--- src/rtl/mul_seq_pkg.sv ---
`default_nettype none
// ============================================================================
// Module      : mul_seq_pkg
// Description : Shared types and widths for the sequential 32x32 multiplier.
// Revision    : 1.0 - initial release
// ============================================================================
package mul_seq_pkg;

    localparam int OPND_W = 32;
    localparam int HALF_W = 16;
    localparam int PROD_W = 64;

    typedef enum logic [1:0] {
        S_IDLE  = 2'd0,
        S_ISSUE = 2'd1,
        S_DRAIN = 2'd2,
        S_RESP  = 2'd3
    } state_t;

    typedef logic [1:0] idx_t;

endpackage
`default_nettype wire

--- src/rtl/mul_sequencer_if.sv ---
`default_nettype none
// ============================================================================
// Module      : mul_sequencer_if
// Description : Request/response handshake bundle for mul_sequencer.
// Revision    : 1.0 - initial release
// ============================================================================
interface mul_sequencer_if;
    import mul_seq_pkg::*;

    logic              req_valid;
    logic              req_ready;
    logic [OPND_W-1:0] req_src1;
    logic [OPND_W-1:0] req_src2;
    logic              req_src1_signed;
    logic              req_src2_signed;
    logic              flush;
    logic              rsp_valid;
    logic              rsp_ready;
    logic [PROD_W-1:0] rsp_result;
    logic              busy;

    modport slave (
        input  req_valid, req_src1, req_src2, req_src1_signed, req_src2_signed,
        input  flush, rsp_ready,
        output req_ready, rsp_valid, rsp_result, busy
    );

    modport master (
        output req_valid, req_src1, req_src2, req_src1_signed, req_src2_signed,
        output flush, rsp_ready,
        input  req_ready, rsp_valid, rsp_result, busy
    );

endinterface
`default_nettype wire

--- src/rtl/mul16_cell.sv ---
`default_nettype none
// ============================================================================
// Module      : mul16_cell
// Description : 16x16 multiplier with per-operand sign control, registered out.
// Revision    : 1.0 - initial release
// ============================================================================
module mul16_cell
    import mul_seq_pkg::*;
(
    input  wire logic                clk,
    input  wire logic                rst,
    input  wire logic                i_en,
    input  wire logic                i_signa,
    input  wire logic                i_signb,
    input  wire logic [HALF_W-1:0]   i_a,
    input  wire logic [HALF_W-1:0]   i_b,
    output logic      [2*HALF_W-1:0] o_prod
);

    logic [2*HALF_W-1:0] w_a_ext;
    logic [2*HALF_W-1:0] w_b_ext;
    logic [2*HALF_W-1:0] w_prod;

    // Extending to 32 bits makes the truncated product exact for every
    // signed/unsigned combination of two 16-bit halves.
    assign w_a_ext = {{HALF_W{i_signa & i_a[HALF_W-1]}}, i_a};
    assign w_b_ext = {{HALF_W{i_signb & i_b[HALF_W-1]}}, i_b};
    assign w_prod  = w_a_ext * w_b_ext;

    always_ff @(posedge clk) begin
        if (rst) begin
            o_prod <= '0;
        end else if (i_en) begin
            o_prod <= w_prod;
        end
    end

endmodule
`default_nettype wire

--- src/rtl/mul_sequencer.sv ---
`default_nettype none
// ============================================================================
// Module      : mul_sequencer
// Description : 32x32->64 multiplier built from four passes of a 16x16 cell.
// Revision    : 1.0 - initial release
// ============================================================================
module mul_sequencer
    import mul_seq_pkg::*;
(
    input  wire logic        clk,
    input  wire logic        reset,
    mul_sequencer_if.slave   bus
);

    state_t              r_state;
    state_t              w_state_nxt;
    idx_t                r_idx;
    idx_t                w_pidx;
    logic [OPND_W-1:0]   r_src1;
    logic [OPND_W-1:0]   r_src2;
    logic                r_src1_signed;
    logic                r_src2_signed;
    logic [PROD_W-1:0]   r_acc;
    logic [PROD_W-1:0]   w_addend;
    logic                w_accept;
    logic                w_acc_en;
    logic [HALF_W-1:0]   w_a_half;
    logic [HALF_W-1:0]   w_b_half;
    logic [2*HALF_W-1:0] w_prod;

    assign w_accept = (r_state == S_IDLE) && bus.req_valid;

    // Index bit 1 selects the A half, bit 0 the B half.
    assign w_a_half = r_idx[1] ? r_src1[OPND_W-1:HALF_W] : r_src1[HALF_W-1:0];
    assign w_b_half = r_idx[0] ? r_src2[OPND_W-1:HALF_W] : r_src2[HALF_W-1:0];

    mul16_cell u_cell (
        .clk     (clk),
        .rst     (reset),
        .i_en    (r_state == S_ISSUE),
        .i_signa (r_idx[1] & r_src1_signed),
        .i_signb (r_idx[0] & r_src2_signed),
        .i_a     (w_a_half),
        .i_b     (w_b_half),
        .o_prod  (w_prod)
    );

    // The product register holds the partial issued one cycle earlier.
    assign w_acc_en = ((r_state == S_ISSUE) && (r_idx != 2'd0)) || (r_state == S_DRAIN);
    assign w_pidx   = (r_state == S_DRAIN) ? idx_t'(2'd3) : idx_t'(r_idx - 2'd1);

    always_comb begin
        w_addend = '0;
        case (w_pidx)
            2'd0:    w_addend = {32'd0, w_prod};
            2'd1:    w_addend = {{16{r_src2_signed & w_prod[31]}}, w_prod, 16'd0};
            2'd2:    w_addend = {{16{r_src1_signed & w_prod[31]}}, w_prod, 16'd0};
            default: w_addend = {w_prod, 32'd0};
        endcase
    end

    always_comb begin
        w_state_nxt = r_state;
        case (r_state)
            S_IDLE:  if (bus.req_valid) w_state_nxt = S_ISSUE;
            S_ISSUE: if (bus.flush) w_state_nxt = S_IDLE;
                     else if (r_idx == 2'd3) w_state_nxt = S_DRAIN;
            S_DRAIN: w_state_nxt = bus.flush ? S_IDLE : S_RESP;
            S_RESP:  if (bus.flush || bus.rsp_ready) w_state_nxt = S_IDLE;
            default: w_state_nxt = S_IDLE;
        endcase
    end

    always_ff @(posedge clk) begin
        if (reset) begin
            r_state       <= S_IDLE;
            r_idx         <= '0;
            r_acc         <= '0;
            r_src1        <= '0;
            r_src2        <= '0;
            r_src1_signed <= 1'b0;
            r_src2_signed <= 1'b0;
        end else begin
            r_state <= w_state_nxt;
            if (w_accept) begin
                r_src1        <= bus.req_src1;
                r_src2        <= bus.req_src2;
                r_src1_signed <= bus.req_src1_signed;
                r_src2_signed <= bus.req_src2_signed;
                r_idx         <= '0;
                r_acc         <= '0;
            end else begin
                if (r_state == S_ISSUE) r_idx <= r_idx + 2'd1;
                if (w_acc_en)           r_acc <= r_acc + w_addend;
            end
        end
    end

    assign bus.req_ready  = (r_state == S_IDLE);
    assign bus.busy       = (r_state != S_IDLE);
    assign bus.rsp_valid  = (r_state == S_RESP);
    assign bus.rsp_result = r_acc;

endmodule
`default_nettype wire
--- src/flat_wrapper.sv ---
// flat-port wrapper written by rule: the top's interface ports become plain ports
module mul_sequencer_flat import mul_seq_pkg::*;
  (clk, reset, bus_req_valid, bus_req_src1, bus_req_src2, bus_req_src1_signed, bus_req_src2_signed, bus_flush, bus_rsp_ready, bus_req_ready, bus_rsp_valid, bus_rsp_result, bus_busy);
  mul_sequencer_if bus_i ();
  input  wire logic clk;
  input  wire logic reset;
  input wire logic [$bits(bus_i.req_valid)-1:0] bus_req_valid;
  input wire logic [$bits(bus_i.req_src1)-1:0] bus_req_src1;
  input wire logic [$bits(bus_i.req_src2)-1:0] bus_req_src2;
  input wire logic [$bits(bus_i.req_src1_signed)-1:0] bus_req_src1_signed;
  input wire logic [$bits(bus_i.req_src2_signed)-1:0] bus_req_src2_signed;
  input wire logic [$bits(bus_i.flush)-1:0] bus_flush;
  input wire logic [$bits(bus_i.rsp_ready)-1:0] bus_rsp_ready;
  output wire logic [$bits(bus_i.req_ready)-1:0] bus_req_ready;
  output wire logic [$bits(bus_i.rsp_valid)-1:0] bus_rsp_valid;
  output wire logic [$bits(bus_i.rsp_result)-1:0] bus_rsp_result;
  output wire logic [$bits(bus_i.busy)-1:0] bus_busy;
  assign bus_i.req_valid = bus_req_valid;
  assign bus_i.req_src1 = bus_req_src1;
  assign bus_i.req_src2 = bus_req_src2;
  assign bus_i.req_src1_signed = bus_req_src1_signed;
  assign bus_i.req_src2_signed = bus_req_src2_signed;
  assign bus_i.flush = bus_flush;
  assign bus_i.rsp_ready = bus_rsp_ready;
  assign bus_req_ready = bus_i.req_ready;
  assign bus_rsp_valid = bus_i.rsp_valid;
  assign bus_rsp_result = bus_i.rsp_result;
  assign bus_busy = bus_i.busy;
  mul_sequencer u_core (.clk(clk), .reset(reset), .bus(bus_i));
endmodule
--- config.mk ---
export PLATFORM = sky130hd
export DESIGN_NAME = mul_sequencer_flat
export DESIGN_NICKNAME = d
export VERILOG_FILES = /design/src/rtl/mul_seq_pkg.sv /design/src/rtl/mul_sequencer_if.sv /design/src/rtl/mul16_cell.sv /design/src/rtl/mul_sequencer.sv /design/src/flat_wrapper.sv
export SDC_FILE = /design/constraint.sdc
export NUM_CORES = 1
export LEC_CHECK = 0
export BUFFER_PORTS_ARGS = -buffer_cell sky130_fd_sc_hd__buf_4
export CAP_MARGIN = 20
export CORE_ASPECT_RATIO = 0.9
export CORE_MARGIN = 5
export CORE_UTILIZATION = 50
export CTS_CLUSTER_DIAMETER = 200
export DETAILED_ROUTE_END_ITERATION = 16
export GPL_ROUTABILITY_DRIVEN = 0
export PLACE_DENSITY = 0.68
export SYNTH_ARGS = -nofsm -noshare
export SYNTH_HDL_FRONTEND = slang
export SYNTH_HIERARCHICAL = 1
export SYNTH_SLANG_ARGS = --single-unit
--- constraint.sdc ---
create_clock -name clk -period 7.96 [get_ports clk]
set_input_delay 0.796 -clock clk [delete_from_list [all_inputs] [get_ports clk]]
set_output_delay 0.796 -clock clk [all_outputs]
set_load 0.01 [all_outputs]
## Yosys cells after proc, flatten, opt, wreduce, memory -nomap -nowiden

Cells that the tools add are included.

- Input port bits: 71
- Flip-flop bits (word level): 166
- Logic and storage cells: 47

- Reductions and logical operators: 10
- Equal/unequal tests: 9
- Bitwise operators: 6
- Multiplexer cells: 10
- Multiply operators: 1
- $add $sub $neg: 3

Operators by type and width:

| operator | count |
|---|---|
| 64-bit one-hot mux with 3 select lines | 1 |
| 64-bit adder | 1 |
| 17-bit by 17-bit multiplier with 32-bit output | 1 |
| 16-bit two-way mux | 2 |
| 2-bit two-way mux | 6 |
| 2-bit == test (second input constant) | 4 |
| 2-bit one-hot mux with 4 select lines | 1 |
| 1-bit AND | 6 |
| 2-bit by 1-bit == test with 1-bit output (second input constant) | 2 |
| 2-bit zero test | 2 |
| 2-bit nonzero test | 2 |
| 3-bit by 2-bit != test with 1-bit output (second input constant) | 1 |
| 3-bit AND reduction | 1 |
| 2-bit by 1-bit adder with 2-bit output (second input constant) | 1 |
| 1-bit logical AND | 2 |
| 1-bit logical OR | 2 |
| 2-bit by 1-bit != test with 1-bit output (second input constant) | 1 |
| 2-bit != test (second input constant) | 1 |
| 2-bit OR reduction | 1 |
| 2-bit by 1-bit subtractor with 2-bit output (second input constant) | 1 |

## Longest topological paths before layout

Gate-level depths: netlist of run 1.

- Word-level depth: 5
- Depth in mapped cells: 26
- Gate-level depth less buffers: 23

## Hierarchy

The synthesis of run 1 kept the hierarchy.

Modules (own cells, without submodules):

| module | sequential area each (µm²) | cells each | instances | area an instance (µm²) |
|---|---|---|---|---|
| mul16_cell | 640.6 | 1283 | 1 | 11653.7 |
| mul_sequencer | 2682.6 | 1248 | 1 | 9282.7 |

## Least setup slack after synthesis of run 1

OpenSTA, ideal clock, no wires.

- Kind: reg2reg
- From: reg u_core.r_idx[0]
- To: reg u_core.u_cell.o_prod[24]
- Data required time: 7843 ps
- Cell stages (with the launch flop): 26
- Setup slack: 1043 ps
- Arrival time: 6800 ps
- Period minus slack after synthesis: 6917 ps
- Library setup time: 117 ps
- Cells stage by stage: dfxtp_1 buf_1 buf_1 mux2_2 clkbuf_1 nand2_1 fa_1 inv_1 fa_1 inv_1 fa_1 inv_1 fa_1 fa_1 inv_1 fa_1 inv_1 ha_1 a21o_1 a21o_1 a221oi_1 nand2_1 a21bo_2 a21oi_1 xnor2_1 a22o_1

- Elaborated cells between the ends (all ways): 4
- Those cells by class: 1 x mul; 1 x mux; 2 x bitwise

RTL lines:

| element | line | RTL |
|---|---|---|
| from (decl) | mul_sequencer.sv:17 | `idx_t r_idx;` |
| from (signal assigned) | mul_sequencer.sv:93 | `if (r_state == S_ISSUE) r_idx <= r_idx + 2'd1;` |
| 16-bit two-way mux | mul_sequencer.sv:35 | `assign w_b_half = r_idx[0] ? r_src2[OPND_W-1:HALF_W] : r_src2[HALF_W-1:0];` |
| net u_core.w_b_half[7] | mul_sequencer.sv:28 | `logic [HALF_W-1:0] w_b_half;` |
| 17-bit by 17-bit multiplier with 32-bit output | mul16_cell.sv:28 | `assign w_prod = w_a_ext * w_b_ext;` |
| to (signal assigned) | mul16_cell.sv:34 | `o_prod <= w_prod;` |
| to (decl) | mul16_cell.sv:17 | `output logic [2*HALF_W-1:0] o_prod` |

The timed path passes the listed nets, and every way through them passes these cells.
A chain may end at the register's enable or synchronous reset.

## Final worst setup path of run 1

- From: reg u_core.r_idx[1]
- To: reg u_core.u_cell.o_prod[28]

- Elaborated cells between the ends (all ways): 4
- Those cells by class: 1 x mul; 1 x mux; 2 x bitwise

RTL lines:

| element | line | RTL |
|---|---|---|
| 16-bit two-way mux | mul_sequencer.sv:34 | `assign w_a_half = r_idx[1] ? r_src1[OPND_W-1:HALF_W] : r_src1[HALF_W-1:0];` |
| net u_core.w_a_half[6] | mul_sequencer.sv:27 | `logic [HALF_W-1:0] w_a_half;` |
| 17-bit by 17-bit multiplier with 32-bit output | mul16_cell.sv:28 |  |

The timed path passes the listed nets, and every way through them passes these cells.

==> metrics.csv, run 1 <==
stage,metric,value,unit
run_status,status,"complete, no violations",
floorplan,I/O pins,138,
setup_path,Worst R2R Start,u_core/r_idx[1],
clock_tree,hold_buf cts,0,
logic_synthesis,Post-Synthesis Cells,2531,
timing,"Period Utilization, post-route",89.7,%
floorplan,Initial Utilization,50.4,%
power,leakage power,10.9,nW
grt,largest net degree at the start of global routing,100,
route,via count,17591,
timing,Setup WS post-layout,0.817,ns
timing,Worst Skew,0.00904,ns
logic_synthesis,Synth Cell Area,20900,um^2
timing,Hold WS,0.450,ns
hold_path,worst hold path depth,2,
timing,worst slew pin tran,1.01,ns
grt,number of global-route vias before repair,17546,
floorplan,# rows,71,
route,drt drc,0,
grt,all-layer global routing usage,25.5,%
route,Post-DRT Antenna Nets,0,
logic_synthesis,synth cell count leaders,"nand2_1, inv_1, fa_1, a21oi_1, dfxtp_1",
grt,global-route wire length before repair,94200,um
logic_synthesis,Yosys warning count,6,
route,via/cell ratio,5.60,
clock_tree,H-tree levels,4,
setup_path,worst r2r path cells,22,
logic_synthesis,post-synthesis sequential area ratio,15.9,%
floorplan,die height,204,um
timing,Final min period,7.14,ns
logic_synthesis,Post-synth ARST share,0,%
cells_and_area,Diodes inserted,0,
clock_tree,Root Driver,clkbuf_16,
route,Post-Route WL,58300,um
logic_synthesis,#FFs+latches synth,166,
logic_synthesis,share of the synthesized area in the top cell type,27.1,%
floorplan,full die area,46100,um^2
floorplan,core area,41600,um^2
grt,initial antenna violation count,2,
cells_and_area,area grow syn2layout,9.42,%
power,Int Power,1.58,mW
setup_path,R2R Setup Slk,0.82,ns
placement,I/O Buffers,137,
setup_path,type of origin of the critical path,register,
logic_synthesis,syn avg cell area,8.27,um^2
clock_tree,Post-CTS Setup Inserts,0,
clock_tree,Sink Count,166,
timing,Final Setup Violations,0,
hold_path,Worst Hold End,u_core/r_src2[12],
setup_path,Reg2Reg Capture Point,u_core/u_cell/o_prod[28],
floorplan,die width,226,um
logic_synthesis,"count leader, synth",nand2_1,
placement,hpwl dp,46400,um
clock_tree,insertion delay to the later sink of the worst-skew pair,0.46,ns
route,1st-iter DRT viols,1571,
setup_path,Crit Path Category,register to register,
power,net switching power,798,uW
timing,"Slew Viols, Final",0,
cells_and_area,post-layout net count,3084,
hold_path,min-delay src,u_core/r_src2[12],
logic_synthesis,synth top area cells,"fa_1, dfxtp_1, ha_1",
clock_tree,PostCTS Resize Cnt,0,
logic_synthesis,Netlist cell types,80,
clock_tree,Longest Clk Path Bufs,2,
cells_and_area,share of layout cells above drive strength 1,9.86,%
route,TritonRoute pass-1 iters,9,
timing,f_max,140,MHz
setup_path,critical path data required time,8.33,ns
logic_synthesis,Synth Flop Type,dfxtp_1,
power,combinational power share,26.1,%
logic_synthesis,Post-synth EDFFs,0,
placement,dpl ws,0.855,ns
timing,Slew HR,32.5,%
timing,endpoints failing hold,0,
flow_run,count of max-cap constraint violations,0,
cells_and_area,Fillers,3830,
power,clock share of power,36.4,%
clock_tree,CTS Buf Count,17,
power,Worst VDD drop,0.182,mV
route,wire per inst,18.5,um
hold_path,HP Class,register to register,
setup_path,worst path arrival time,7.51,ns
clock_tree,CTS tree,done,
timing,final setup TNS,0,ns
setup_path,Critical Path End Type,register,
timing,unrepaired setup endpoints after global routing,no,
clock_tree,Clock Pin Slew Worst Setup and Hold Paths,0.07,ns
power,Switching Fraction,33.6,%
grt,global route overflow,0,
power,Seq pwr share,37.5,%
setup_path,Critical Path Fanout Max,17,
logic_synthesis,Yosys top cell by area,fa_1,
power,PD cells,104,nW/um^2
logic_synthesis,syn nets,3032,
==> stage by stage <==
stage	utilization [%]	std cells	area (um^2)	total power [mW]
6_report	55.1	3143	22900	2.38
5_1_grt	55.1	3143	22900	2.50
4_1_cts	55.1	3142	22900	2.39
3_5_place_dp	53.6	3110	22300	1.52
3_3_place_gp	53.6	3110	22300	1.51
2_1_floorplan	-	2531	20900	1.33
==> state kept, by name, summed over array words and instances (netlist names) <==
signal,count
u_core/r_idx,2
u_core/u_cell/o_prod,32
u_core/bus.rsp_result,64
u_core/r_src1,32
u_core/r_src2,32
u_core/r_src2_signed,1
u_core/r_state,2
u_core/r_src1_signed,1
==> worst max path at each step <==
stage	startpoint	depth (start not counted)	endpoint	slack, ns
after CTS	u_core/r_idx[1]	22	u_core/u_cell/o_prod[28]	0.81
after global routing	u_core/r_idx[1]	20	u_core/u_cell/o_prod[31]	0.42
final	u_core/r_idx[1]	22	u_core/u_cell/o_prod[28]	0.82
after global placement	u_core/r_idx[1]	22	u_core/u_cell/o_prod[28]	0.95
after floorplan	u_core/r_idx[0]	25	u_core/u_cell/o_prod[24]	1.04
after detailed placement	u_core/r_idx[1]	22	u_core/u_cell/o_prod[28]	0.86
==> critical path: stages, from the launching register on <==
cell and delay (ns):
dfxtp_1 0.52, buf_4 0.30, mux2_2 0.53, and2_1 0.25
fa_1 0.53, inv_1 0.05, fa_1 0.49, fa_1 0.51
inv_1 0.06, fa_1 0.47, fa_1 0.56, inv_1 0.06
fa_1 0.59, inv_1 0.06, ha_1 0.37, a21oi_1 0.22
o22ai_1 0.10, a221oi_1 0.43, a31oi_1 0.18, o21ai_1 0.24
a21boi_0 0.15, o21a_1 0.18, o31ai_1 0.19
==> cells in the final DEF, fill, tap and decap left out, types with 11 or more instances in the layout <==
cell       count
nand3_1       14
o21a_1        23
o21ai_0       44
ha_1         147
and3_1        21
dfxtp_1      166
and2_1       153
a21o_1        41
nor2_1       102
a211oi_1      24
fa_1         283
xor2_1        30
a31oi_1       11
o21ai_1       13
mux2i_1       16
a22o_1        16
nor3_1        16
o21bai_1      11
clkbuf_16     17
nand2_1      469
xnor2_1       64
a21oi_1      216
mux2_2        32
inv_1        356
nand4_1       11
buf_4        151
==> per-layer routing <==
metal | track usage, % | part of all wire, % | vias up
met5 | 0 | 0 | -
met4 | 7.20 | 2.6 | 0
met3 | 4.45 | 7.9 | 111
met2 | 40.1 | 45 | 701
met1 | 36.4 | 44 | 8535
li1 | - | - | 8244
==> power groups by stage <==
stage	Combinational [mW]	Sequential, mW	Clock (mW)
floorplan	0.435	0.896	0
global placement	0.599	0.909	0
detailed placement	0.613	0.910	0
CTS	0.616	0.891	0.881
global route	0.692	0.894	0.916
finish	0.620	0.892	0.865
==> cells by family (layout without fill, tap and decap cells) <==
kind of cell | after synthesis | in the layout | share of synthesized area (%)
AOI/OAI and AO/OA | 485 | 485 | 15.2
xor gates and xnor gates | 94 | 94 | 3.93
adders and majority gates | 430 | 430 | 35.8
buffers and inverters | 474 | 539 | 8.64
DFF | 166 | 166 | 15.9
muxes | 49 | 49 | 2.54
and+or+nand+nor | 833 | 833 | 17.9
==> layout make-up <==
class	count	area, um^2	share of cell area (%)
multi-input cells	1891	15800	69.1
flip-flops and latches	166	3320	14.5
inverters	356	1340	5.83
repair buffers	151	1130	4.95
well taps	547	684	2.99
clock buffers	18	429	1.87
clock inverters	14	174	0.759
No activity file was read; power rests on OpenSTA's default activity.
==> run 2: changes to the inputs <==
- MAX_ROUTING_LAYER: unset -> met4
==> run 2 against run 1 <==
Compared with the run above: die area did not move; via count fell by 0.19%; final area did not move; global-route usage rose by 0.74 points; wire length barely moved; worst setup slack improved by 0.012 ns; fmax rose by 0.16%; critical path depth did not move.
==> metrics.csv, run 2 (synthesized netlist as in run 1, its figures left out) <==
stage,metric,value,unit
grt,global route overflow,0,
grt,all-layer global routing usage,26.3,%
route,via count,17557,
timing,Final Setup Violations,0,
setup_path,Reg2Reg Capture Point,u_core/u_cell/o_prod[28],
power,PD cells,104,nW/um^2
power,combinational power share,26.1,%
cells_and_area,post-layout net count,3084,
setup_path,"CP delay by family, top",adder cells,
power,Switching Fraction,33.6,%
floorplan,I/O pins,138,
grt,number of global-route vias before repair,17567,
setup_path,Crit Path Category,register to register,
power,net switching power,799,uW
clock_tree,CTS Buf Count,17,
setup_path,critical path data required time,8.33,ns
setup_path,crit path launch,u_core/r_idx[1],
setup_path,Worst R2R Start,u_core/r_idx[1],
floorplan,# rows,71,
timing,Slew HR,32.8,%
timing,Hold WS,0.451,ns
cells_and_area,register area,3320,um^2
hold_path,HP Class,register to register,
route,TritonRoute pass-1 iters,6,
clock_tree,Clock Pin Slew Worst Setup and Hold Paths,0.07,ns
timing,f_max,140,MHz
setup_path,Critical Path Fanout Max,17,
setup_path,Crit path largest cell delay,0.59,ns
power,leakage power,10.9,nW
setup_path,worst path arrival time,7.50,ns
cells_and_area,Diodes inserted,0,
setup_path,Most common cell on crit path,fa_1,
floorplan,full die area,46100,um^2
cells_and_area,Fillers,3830,
route,wire per inst,18.5,um
route,Post-Route WL,58300,um
clock_tree,PostCTS Resize Cnt,0,
route,via/cell ratio,5.59,
setup_path,Critical Path End Type,register,
timing,unrepaired setup endpoints after global routing,no,
cells_and_area,most frequent cells in the layout,"nand2_1, inv_1, fa_1",
route,1st-iter DRT viols,1381,
setup_path,critical-path cell with the highest stage delay,fa_1,
setup_path,R2R Setup Slk,0.83,ns
power,Seq pwr share,37.5,%
clock_tree,CTS tree,done,
flow_run,count of max-cap constraint violations,0,
cells_and_area,share of layout cells above drive strength 1,9.86,%
timing,endpoints failing hold,0,
setup_path,WP buf/inv,5,
floorplan,core area,41600,um^2
timing,Worst Skew,0.00734,ns
setup_path,type of origin of the critical path,register,
setup_path,crit-path cells,"buf_4, mux2_2, and2_1, fa_1, inv_1, fa_1, fa_1, inv_1, fa_1, fa_1, inv_1, fa_1, inv_1, ha_1, a21oi_1, o22ai_1, a221oi_1, a31oi_1, o21ai_1, a21boi_0, o21a_1, o31ai_1",
timing,worst slew pin tran,1.01,ns
grt,initial antenna violation count,2,
clock_tree,Root Driver,clkbuf_16,
power,clock share of power,36.4,%
grt,largest net degree at the start of global routing,100,
cells_and_area,area grow syn2layout,9.42,%
floorplan,Initial Utilization,50.4,%
setup_path,worst r2r path cells,22,
clock_tree,Longest Clk Path Bufs,2,
timing,"Slew Viols, Final",0,
clock_tree,H-tree levels,4,
clock_tree,hold_buf cts,0,
power,Int Power,1.58,mW
route,drt drc,0,
clock_tree,insertion delay to the later sink of the worst-skew pair,0.46,ns
placement,I/O Buffers,137,
floorplan,die width,226,um
placement,hpwl dp,46400,um
timing,"Period Utilization, post-route",89.6,%
floorplan,die height,204,um
clock_tree,Sink Count,166,
route,Post-DRT Antenna Nets,0,
cells_and_area,"commonest non-fill, non-tap cell in the layout",nand2_1,
cells_and_area,area of the multi-input gates,15800,um^2
timing,final setup TNS,0,ns
power,Worst VDD drop,0.181,mV
run_status,status,"complete, no violations",
setup_path,Crit path depth,22,
clock_tree,Post-CTS Setup Inserts,0,
cells_and_area,number of flip-flops in the largest register,64,
setup_path,crit path to,u_core/u_cell/o_prod[28],
timing,Final min period,7.13,ns
grt,global-route wire length before repair,94200,um
==> run 2: cell counts in the layout (fill, tap and decap cells not counted) <==
No cell type changed its count.
==> run 2: worst min path at each step <==
stage / start / slack, ns / end / depth (start not counted)
finish: u_core/r_src2[12] / 0.45 / u_core/r_src2[12] / 2
detailed placement: u_core/r_src1[29] / 0.44 / u_core/r_src1[29] / 2
global route: u_core/r_src2[31] / 0.46 / u_core/r_src2[31] / 2
floorplan: u_core/r_src1[16] / 0.43 / u_core/r_src1[16] / 2
global placement: u_core/r_src2[27] / 0.44 / u_core/r_src2[27] / 2
CTS: u_core/r_src1[16] / 0.45 / u_core/r_src1[16] / 2
==> run 2: worst min-delay path, stage by stage (launching register included) <==
cell,delay (ns)
dfxtp_1,0.31
nand2_1,0.05
a21oi_1,0.05
==> run 2: area by class of cell <==
class | instances | area share [%]
clock inverters | 14 | 0.759
flip-flops and latches | 166 | 14.5
repair buffers | 151 | 4.95
inverters | 356 | 5.83
well taps | 547 | 2.99
multi-input cells | 1891 | 69.1
clock buffers | 18 | 1.87
==> run 2: power groups by stage <==
stage                     sequential (mW)  clock [mW]  combinational (mW)
final                               0.892       0.866               0.620
after floorplan                     0.896           0               0.435
after CTS                           0.891       0.881               0.616
after global routing                0.894       0.916               0.692
after global placement              0.909           0               0.599
after detailed placement            0.910           0               0.613
==> run 2: through the flow <==
step                power (mW)  setup WS [ns]  cell area, um^2  util [%]  cells
floorplan                 1.33           1.04            20900         -   2531
global placement          1.51          0.947            22300      53.6   3110
detailed placement        1.52          0.855            22300      53.6   3110
CTS                       2.39          0.812            22900      55.1   3142
global route              2.50          0.425            22900      55.1   3143
finish                    2.38          0.829            22900      55.1   3143
==> run 2: per-layer routing <==
metal	wire (um)	vias up	global-route usage (%)
met4	1520	0	7.20
met2	26400	695	40.0
li1	-	8246	-
met5	0	-	-
met3	4480	112	4.37
met1	25900	8504	36.6
==> run 3: changes to the inputs <==
==> constraint.sdc (replaced) <==
create_clock -name clk -period 7.96 [get_ports clk]
set_input_delay 0.398 -clock clk [delete_from_list [all_inputs] [get_ports clk]]
set_output_delay 0.398 -clock clk [all_outputs]
set_load 0.01 [all_outputs]
==> run 3 against run 2 <==
Compared with the run above: clock skew increased by 0.011 ns; global-route usage decreased by 0.20 points; utilization about the same; register-to-register slack about the same; sequential share of layout area about the same; die area unchanged; wire length decreased by 0.76%; sequential power about the same; final cell count about the same; via count decreased by 0.29%; sequential cell count unchanged.
==> metrics.csv, run 3 (synthesized netlist as in run 1, its figures left out) <==
stage,metric,value,unit
run_status,status,"complete, no violations",
cells_and_area,share of layout cells above drive strength 1,9.87,%
cells_and_area,Final Instance Area,22900,um^2
flow_run,count of max-cap constraint violations,0,
route,Post-DRT Antenna Nets,0,
route,drt drc,0,
timing,Final min period,7.12,ns
setup_path,Reg2Reg Capture Point,u_core/u_cell/o_prod[29],
grt,global-route wire length before repair,93800,um
timing,Slew HR,24.7,%
setup_path,critical path data required time,8.30,ns
setup_path,Crit Path Category,register to register,
floorplan,core area,41600,um^2
clock_tree,CTS Buf Count,17,
grt,global route overflow,0,
setup_path,Most common cell on crit path,fa_1,
power,combinational power share,26.3,%
cells_and_area,Diodes inserted,0,
cells_and_area,area grow syn2layout,9.35,%
route,via/cell ratio,5.57,
setup_path,critical-path cell with the highest stage delay,fa_1,
timing,f_max,140,MHz
floorplan,die height,204,um
grt,initial antenna violation count,0,
setup_path,Crit path largest cell delay,0.82,ns
power,leakage power,10.9,nW
placement,I/O Buffers,137,
cells_and_area,number of flip-flops in the largest register,64,
timing,"Period Utilization, post-route",89.4,%
timing,final setup TNS,0,ns
timing,Hold WS,0.126,ns
grt,largest net degree at the start of global routing,100,
route,via count,17506,
power,Seq pwr share,37.9,%
power,clock share of power,35.8,%
floorplan,Initial Utilization,50.4,%
power,Int Power,1.55,mW
setup_path,WP buf/inv,3,
cells_and_area,post-layout net count,3083,
timing,"Slew Viols, Final",0,
cells_and_area,most frequent cells in the layout,"nand2_1, inv_1, fa_1",
clock_tree,CTS tree,done,
setup_path,R2R Setup Slk,0.84,ns
timing,unrepaired setup endpoints after global routing,no,
setup_path,type of origin of the critical path,register,
route,wire per inst,18.4,um
power,Worst VDD drop,0.159,mV
timing,endpoints failing hold,0,
setup_path,worst path arrival time,7.46,ns
placement,hpwl dp,46400,um
clock_tree,H-tree levels,4,
floorplan,# rows,71,
route,Post-Route WL,57900,um
power,overall power,2.35,mW
setup_path,Critical Path Fanout Max,26,
clock_tree,Sink Count,166,
clock_tree,Longest Clk Path Bufs,2,
hold_path,HP Class,input port to register,
floorplan,I/O pins,138,
clock_tree,Clock Pin Slew Worst Setup and Hold Paths,0.07,ns
cells_and_area,"commonest non-fill, non-tap cell in the layout",nand2_1,
hold_path,worst hold path depth,2,
timing,Final Setup Violations,0,
clock_tree,hold_buf cts,0,
power,PD cells,103,nW/um^2
power,net switching power,802,uW
hold_path,min-delay src,bus_flush,
setup_path,Critical Path End Type,register,
route,1st-iter DRT viols,1662,
clock_tree,Root Driver,clkbuf_16,
clock_tree,Post-CTS Setup Inserts,0,
setup_path,"CP delay by family, top",adder cells,
grt,all-layer global routing usage,26.0,%
grt,number of global-route vias before repair,17234,
timing,worst slew pin tran,1.13,ns
clock_tree,PostCTS Resize Cnt,0,
placement,placed cell area,22300,um^2
setup_path,worst r2r path cells,21,
cells_and_area,Fillers,3832,
setup_path,crit-path cells,"mux2_2, and2_1, nand2_1, inv_1, fa_1, fa_1, fa_1, fa_1, fa_1, inv_1, fa_1, inv_1, ha_1, a21o_1, a21o_1, a21o_1, a21o_1, a21oi_1, o41ai_2, xnor2_1, o21ai_1",
hold_path,Worst Hold End,u_core/r_state[1],
floorplan,full die area,46100,um^2
power,Switching Fraction,34.1,%
clock_tree,insertion delay to the later sink of the worst-skew pair,0.46,ns
floorplan,die width,226,um
route,TritonRoute pass-1 iters,5,
setup_path,Worst R2R Start,u_core/r_idx[1],
timing,Worst Skew,0.0183,ns
run 3: changes by cell type in the layout (fill, tap and decap cells not counted):
cell       change
inv_6          -2
clkinv_2       -1
clkinv_4       +3
bufinv_16      -1
clkbuf_1       -1
inv_8          +2
buf_4          -1
run 3: through the flow:
step / instances / util [%] / setup slack [ns]
final: 3142 / 55.1 / 0.842
after global routing: 3142 / 55.1 / 0.424
after global placement: 3110 / 53.6 / 0.966
after CTS: 3142 / 55.1 / 0.860
after floorplan: 2531 / - / 1.04
after detailed placement: 3110 / 53.6 / 0.858
run 3: per-layer routing:
layer,vias to the layer above,wire length [um],GRT usage [%]
met5,-,0,-
met2,712,26500,39.6
met3,76,4340,4.39
li1,8231,-,-
met1,8487,26000,37.1
met4,0,978,5.51
run 3: how the worst max path moves through the flow:
stage	start	endpoint	slack [ns]	cells after the start
finish	u_core/r_idx[1]	u_core/u_cell/o_prod[29]	0.84	21
global route	u_core/r_idx[1]	u_core/u_cell/o_prod[31]	0.42	20
CTS	u_core/r_idx[1]	u_core/u_cell/o_prod[29]	0.86	21
detailed placement	u_core/r_idx[1]	u_core/u_cell/o_prod[29]	0.86	21
global placement	u_core/r_idx[1]	u_core/u_cell/o_prod[28]	0.97	22
floorplan	u_core/r_idx[0]	u_core/u_cell/o_prod[24]	1.04	25
run 3: cell type report:
type / count / area, um^2 / area share [%]
multi-input cells: 1891 / 15800 / 69.1
inverters: 356 / 1340 / 5.84
flip-flops and latches: 166 / 3320 / 14.5
clock buffers: 17 / 425 / 1.86
well taps: 547 / 684 / 2.99
repair buffers: 150 / 1130 / 4.92
clock inverters: 15 / 170 / 0.743
run 3: power by group through the flow:
| stage | combinational (mW) | clock (mW) | sequential (mW) |
|---|---|---|---|
| final | 0.618 | 0.843 | 0.892 |
| after global routing | 0.690 | 0.893 | 0.895 |
| after CTS | 0.617 | 0.856 | 0.891 |
| after detailed placement | 0.614 | 0 | 0.910 |
| after global placement | 0.599 | 0 | 0.909 |
| after floorplan | 0.435 | 0 | 0.896 |
